**config.mk**
```make
export PLATFORM = sky130hd
export DESIGN_NAME = sync_debounce
export DESIGN_NICKNAME = d
export VERILOG_FILES = /design/src/rtl/debounce_pkg.sv /design/src/rtl/sync_debounce_sync_chain.sv /design/src/rtl/sync_debounce.sv
export SDC_FILE = /design/constraint.sdc
export NUM_CORES = 1
export LEC_CHECK = 0
export ABC_AREA = 1
export ABC_CLOCK_PERIOD_IN_PS = 1700
export CORE_AREA = 8 8 45 47
export DETAILED_ROUTE_END_ITERATION = 8
export DIE_AREA = 0 0 53 55
export PLACE_DENSITY = 0.38
export SLEW_MARGIN = 15
export SYNTH_ARGS = -nofsm -noshare
export SYNTH_HDL_FRONTEND = slang
export SYNTH_SLANG_ARGS = --single-unit
```
**constraint.sdc**
```tcl
create_clock -name clk -period 1.7 [get_ports clk]
set_input_delay 0.255 -clock clk [delete_from_list [all_inputs] [get_ports clk]]
set_output_delay 0.255 -clock clk [all_outputs]
set_load 0.005 [all_outputs]
```
**src/rtl/debounce_pkg.sv**
```systemverilog
// Shared types and constants for the debounce slice.
//   deb_state_e         : debounce FSM state encoding
//   DEB_MIN_SYNC_STAGES : minimum synchronizer depth accepted by sync_debounce
//   deb_cnt_width()     : qualification counter width for a given stable-cycle count
package debounce_pkg;

    typedef enum logic {
        DEB_IDLE    = 1'b0,
        DEB_PENDING = 1'b1
    } deb_state_e;

    localparam int unsigned DEB_MIN_SYNC_STAGES = 2;

    // Counter must be able to hold the value STABLE_CYCLES.
    function automatic int unsigned deb_cnt_width(input int unsigned stable_cycles);
        return (stable_cycles < 1) ? 1 : $clog2(stable_cycles + 1);
    endfunction

endpackage : debounce_pkg

```
**src/rtl/sync_debounce_sync_chain.sv**
```systemverilog
// sync_chain: plain N-flop synchronizer for a single-bit asynchronous input.
// No logic between the flops, so the chain can be reused for any CDC level input.
// Asynchronous active-low reset loads RESET_VAL into every stage.
module sync_chain #(
    parameter int unsigned STAGES    = 2,
    parameter logic        RESET_VAL = 1'b0
) (
    input  logic clk,
    input  logic rst_n,
    input  logic d,
    output logic q
);

    logic [STAGES-1:0] r_sync;

    generate
        if (STAGES < 2) begin : g_bad_stages
            $error("sync_chain: STAGES must be >= 2");
            // Shift the raw input into a single flop so the build still closes.
            always_ff @(posedge clk or negedge rst_n) begin
                if (!rst_n) begin
                    r_sync <= {STAGES{RESET_VAL}};
                end else begin
                    r_sync <= {STAGES{d}};
                end
            end
        end else begin : g_chain
            // Shift the raw input through the flop chain, stage 0 first.
            always_ff @(posedge clk or negedge rst_n) begin
                if (!rst_n) begin
                    r_sync <= {STAGES{RESET_VAL}};
                end else begin
                    r_sync <= {r_sync[STAGES-2:0], d};
                end
            end
        end
    endgenerate

    assign q = r_sync[STAGES-1];

endmodule : sync_chain

```
**src/rtl/sync_debounce.sv**
```systemverilog
// sync_debounce: synchronizes a raw asynchronous level and only passes a new level
// to `signal` after it has been stable for STABLE_CYCLES consecutive cycles at the
// synchronizer output. Rise and fall latency are identical (SYNC_STAGES+STABLE_CYCLES).
// Optional feature macro DEB_GLITCH_CNT_EN: adds the glitch_cnt port, a saturating
// count of candidate transitions that were rejected.
module sync_debounce
    import debounce_pkg::*;
#(
    parameter int unsigned SYNC_STAGES   = 2,
    parameter int unsigned STABLE_CYCLES = 4,
    parameter logic        RESET_LEVEL   = 1'b0,
    parameter int unsigned GLITCH_W      = 8
) (
    input  logic                clk,
    input  logic                rst_n,
    input  logic                signal_async,
    output logic                signal,
    output logic                busy
`ifdef DEB_GLITCH_CNT_EN
    ,
    output logic [GLITCH_W-1:0] glitch_cnt
`endif
);

    localparam int unsigned    CNT_W    = deb_cnt_width(STABLE_CYCLES);
    localparam logic [CNT_W-1:0] CNT_LAST = CNT_W'((STABLE_CYCLES < 1) ? 0 : STABLE_CYCLES - 1);

    generate
        if (SYNC_STAGES < DEB_MIN_SYNC_STAGES) begin : g_chk_sync
            $error("sync_debounce: SYNC_STAGES must be >= %0d", DEB_MIN_SYNC_STAGES);
        end
        if (STABLE_CYCLES < 1) begin : g_chk_stable
            $error("sync_debounce: STABLE_CYCLES must be >= 1");
        end
        if (GLITCH_W < 1) begin : g_chk_glitch
            $error("sync_debounce: GLITCH_W must be >= 1");
        end
    endgenerate

    logic        w_sync_out;
    deb_state_e  r_state;
    deb_state_e  w_state_nxt;
    logic [CNT_W-1:0] r_cnt;
    logic [CNT_W-1:0] w_cnt_nxt;
    logic        r_signal;
    logic        w_signal_nxt;
    logic        w_differs;

    sync_chain #(
        .STAGES    (SYNC_STAGES),
        .RESET_VAL (RESET_LEVEL)
    ) u_sync_chain (
        .clk   (clk),
        .rst_n (rst_n),
        .d     (signal_async),
        .q     (w_sync_out)
    );

    assign w_differs = (w_sync_out != r_signal);

    // Qualify a candidate level: count consecutive differing cycles, accept on the last one.
    always_comb begin
        w_state_nxt  = r_state;
        w_cnt_nxt    = r_cnt;
        w_signal_nxt = r_signal;
        unique case (r_state)
            DEB_IDLE: begin
                if (w_differs) begin
                    if (STABLE_CYCLES == 1) begin
                        w_signal_nxt = w_sync_out;
                    end else begin
                        w_cnt_nxt   = CNT_W'(1);
                        w_state_nxt = DEB_PENDING;
                    end
                end
            end
            DEB_PENDING: begin
                if (!w_differs) begin
                    w_cnt_nxt   = '0;
                    w_state_nxt = DEB_IDLE;
                end else if (r_cnt == CNT_LAST) begin
                    w_signal_nxt = w_sync_out;
                    w_cnt_nxt    = '0;
                    w_state_nxt  = DEB_IDLE;
                end else begin
                    w_cnt_nxt = r_cnt + CNT_W'(1);
                end
            end
            default: begin
                w_cnt_nxt   = '0;
                w_state_nxt = DEB_IDLE;
            end
        endcase
    end

    // State, counter and output level registers; reset aborts any qualification.
    always_ff @(posedge clk or negedge rst_n) begin
        if (!rst_n) begin
            r_state  <= DEB_IDLE;
            r_cnt    <= '0;
            r_signal <= RESET_LEVEL;
        end else begin
            r_state  <= w_state_nxt;
            r_cnt    <= w_cnt_nxt;
            r_signal <= w_signal_nxt;
        end
    end

    assign signal = r_signal;
    assign busy   = (r_state == DEB_PENDING);

`ifdef DEB_GLITCH_CNT_EN
    logic                w_glitch;
    logic [GLITCH_W-1:0] r_glitch_cnt;

    // A candidate abandoned before acceptance is a glitch.
    assign w_glitch = (r_state == DEB_PENDING) && !w_differs;

    // Saturating glitch counter, cleared only by reset.
    always_ff @(posedge clk or negedge rst_n) begin
        if (!rst_n) begin
            r_glitch_cnt <= '0;
        end else if (w_glitch && (r_glitch_cnt != '1)) begin
            r_glitch_cnt <= r_glitch_cnt + GLITCH_W'(1);
        end
    end

    assign glitch_cnt = r_glitch_cnt;
`endif

endmodule : sync_debounce

```
# After elaboration in Yosys (flattened, before gate mapping)
# Cells that the tools add are included.
totals:
  input_bits: 3
  word_cells: 18
  romBits: 0
  ramBits: 0
  out_inout_bits: 2
  mem_count: 0
  reg_bits: 7
  latch_bits: 0
classes:
  n_lt_le_gt_ge: 0
  n_reduce_logical: 1
  n_mux: 8
  shifts: 0
  add_sub_neg: 1
  n_eq_ne: 3
  mul: 0
  div: 0
  bitwise_logic: 1
op_table:
  columns: ["operator", "n"]
  rows:
  - ["3-bit two-way mux", 3]
  - ["3-bit case mux with 2 select lines", 1]
  - ["3-bit by 1-bit adder with 3-bit output, second input constant", 1]
  - ["3-bit by 2-bit equality test with 1-bit output, second input constant", 1]
  - ["1-bit two-way mux", 3]
  - ["3-bit AND reduction", 1]
  - ["2-bit != test, second input constant", 1]
  - ["1-bit case mux with 2 select lines", 1]
  - ["1-bit != test", 1]
  - ["1-bit inverter", 1]

# Depth between registers and ports, before layout
depth:
  ltp_word: 4
  depth_mapped: 6
  ltp_nobuf: 6

# Modules after synthesis
# Synthesis repeated with hierarchy kept, for this count alone.
unflattened:
  cells_unflattened: 36
  area_unflattened_um2: 311.5
by_module_without_submodules:
  columns: ["module", "seq_area_each_um2", "area_each_um2", "cells_per_inst", "instances"]
  rows:
  - ["sync_debounce", 125.1, 261.5, 34, 1]
  - ["sync_chain", 50.0, 50.0, 2, 1]

# Worst setup path after synthesis
# Ideal clock, no wire load.
synth_timing:
  path_type: "reg2reg"
  start: "register r_cnt[0]"
  end: "register r_signal, in the netlist signal"
  required_time_ps: 1573
  stages_incl_launch_ff: 6
  arrival_time_ps: 814
  synth_period_minus_slack_ps: 941
  setup_ps: 127
  n_path_buf: 0
  setup_slack_ps: 759
  path_cell_list: "dfrtp_1 > ha_1 > nand2_1 > nor2_4 > nand2_1 > o21ai_0"
synth_via:
  elab_chain_len: 2
synth_rtl:
  columns: ["item", "line_no", "rtl"]
  rows:
  - ["from (decl)", "sync_debounce.sv:43", "logic [CNT_W-1:0] r_cnt;"]
  - ["from (signal assigned)", "sync_debounce.sv:104", "r_cnt <= w_cnt_nxt;"]
  - ["3-bit by 2-bit equality test with 1-bit output", "sync_debounce.sv:81", "end else if (r_cnt == CNT_LAST) begin"]
  - ["3-bit AND reduction (no source line)", null, null]
  - ["to (signal assigned)", "sync_debounce.sv:105", "r_signal <= w_signal_nxt;"]
  - ["to (decl)", "sync_debounce.sv:45", "logic r_signal;"]
# No other way between the ends.
# A chain may end at the register's enable or synchronous reset.

# Final worst setup path
layout_timing:
  start: "register r_state, in the netlist busy"
  end: "output port busy"
layout_lines:
  columns: ["item", "line_no", "rtl"]
  rows:
  - ["from (decl)", "sync_debounce.sv:41", "deb_state_e r_state;"]
  - ["from (signal assigned)", "sync_debounce.sv:103", "r_state <= w_state_nxt;"]
  - ["to (decl)", "sync_debounce.sv:18", "output logic busy"]
# No word-level cell between the ends.

==> metrics.yaml <==
total_power_uw: 615
wl_um: 526
setup_viol: 0
synth_cells: 36
crit_slowest_cell: "clkdlybuf4s50_1"
cp_cell_sequence: "clkdlybuf4s50_1"
required_ns: 1.44
synth-edff-count: 0
antenna_left: 0
worst_slew_pin_slew_ns: 0.312
synth.area.top_cells: "dfrtp_1, nand2_1, nand3_1"
max_freq_mhz: 695
netlist_area_um2: 312
crit_fanout: 5
leakage_uw: 0.000205
start_util_pct: 22.5
die_w_um: 53
dr.pass1.iters: 1
clock_path_buffers: 2
regArea_um2: 175
via_per_inst: 3.85
cts_sinks: 7
hpwl_um: 440
ys_warn_count: 0
skew_ns: 0.00485
place_area_um2: 372
numCtsBuffers: 3
path_delay_family: "buffers and inverters"
grt_pass1_vias: 263
fin_area_um2: 398
cellPowerDensity_nw_per_um2: 1550
clk_pin_slew_ns: 0.05
ctsHoldBuffers: 0
die_area_um2: 2920
antenna-diode-count: 0
rr_worst_depth: 5
r2r-start: "r_cnt[0]"
syn_area_per_cell_um2: 8.65
yosysTopAreaCellShare_pct: 56.2
vias: 231
areaGrowthSynthToFinish_pct: 27.7
maxCapViolCount: 0
detail_route.wl_per_cell_um: 8.77
async_reset_ff_share_pct: 100
place_congestion: 0.683
r2r_setup_slack_ns: 0.69
synth_area_leader_cell: "dfrtp_1"
path_depth: 1
ys_ff_latch: 7
die_h_um: 55
final.fill_count: 157
rsz0062_at_grt: "false"
multi_input_area_um2: 114
grt_pass1_wl_um: 972
crit_type: "register to output port"
post_cts_buffers: 0
yosysMostFrequentCell: "nand2_1"
netlist_top_cells_count: "nand2_1, dfrtp_1, inv_1, nand3_1"
drive_gt1_share_pct: 18.2
vdd_drop_max_uv: 460
tritoncts: "built"
drt_iter0_markers: 0
ys_seq_area_share_pct: 56.2
ys.flop_type: "dfrtp_1"
num_rows: 14
syn_nets: 40
finalCritPeriodShare_pct: 84.7
cts_resized: 0
setup_tns_ns: 0
endpoint_kind: "output port"
clock_latency_ns: 0.24
cp_num_buf_inv: 1
status: "completed"
synth_cell_types: 10
cp.arrival_ns: 1.18
finalNetCount: 49
htreeDepth: 1
maxSlewViolCount: 0
hold_class: "input port to asynchronous set/reset pin"
cts_root_buf: "clkbuf_4"
num_io_pins: 5
numPortBuffers: 4
coreArea_um2: 1380
critPathMaxStageDelay_ns: 0.53
antenna_found_initial: 0
grt_max_degree: 8
rr_endpoint: "signal"
max-slew-margin-rel_pct: 79.1
track_usage_pct: 4.67
final.min_clock_period_ns: 1.44
route.detailed.drc: 0
final_hold_viol_count: 0
grt.overflow.total: 0
critPathLaunchType: "register"
## power breakdown
| group | internal (µW) | leakage, µW | switching, µW |
|---|---|---|---|
| combinational | 95.7 | 0.000104 | 119 |
| sequential | 215 | 0.0000861 | 38.7 |
| clock | 89.2 | 0.0000150 | 56.5 |
## sequential cells by signal, summed over array words and instances (netlist names)
register	flops
signal	1
r_cnt	3
busy	1
u_sync_chain.r_sync	2
## through the flow
step | setup slack [ns] | hold slack (ns) | instances | util, %
after global routing | 0.203 | 0.280 | 60 | 28.8
after CTS | 0.242 | 0.270 | 60 | 28.8
after detailed placement | 0.510 | 0.336 | 56 | 26.9
after floorplan | 0.759 | -0.0406 | 36 | -
after global placement | 0.524 | 0.340 | 56 | 26.9
final | 0.261 | 0.265 | 60 | 28.8
## worst max path at each step
stage	slack [ns]	to	start
floorplan	0.76	signal	r_cnt[0]
finish	0.26	busy	busy
detailed placement	0.51	busy	busy
CTS	0.24	busy	busy
global route	0.20	busy	busy
global placement	0.52	busy	busy
## layout make-up
class / instances / area share (%)
sequential: 7 / 44.0
multi-input combinational: 23 / 28.6
inverter: 6 / 5.66
clock buffer: 4 / 6.60
tap: 16 / 5.03
timing repair buffer: 4 / 10.1
## kinds of logic (layout without fill, tap and decap cells)
| group | Yosys count | in the layout | share of synthesized area [%] |
|---|---|---|---|
| simple gates | 21 | 21 | 30.9 |
| flops | 7 | 7 | 56.2 |
| buf+inv | 6 | 14 | 7.23 |
| fa+ha+maj | 1 | 1 | 4.02 |
| compound gates | 1 | 1 | 1.60 |
## placed cells by master, fill, tap and decap left out, drive strengths merged
| cell | netlist | layout |
|---|---|---|
| clkbuf | 0 | 4 |
| clkdlybuf4s50 | 0 | 4 |
| dfrtp | 7 | 7 |
| ha | 1 | 1 |
| inv | 6 | 6 |
| nand2 | 14 | 14 |
| nand3 | 4 | 4 |
| nor2 | 3 | 3 |
| o21ai | 1 | 1 |
## routing by layer
metal,vias up,share of wire (%),global-route usage (%)
met5,-,0,0
li1,123,-,-
met3,0,5.7,2.67
met2,4,46,7.03
met4,0,0,3.88
met1,104,48,4.62
No activity file was read; power rests on OpenSTA's default activity.
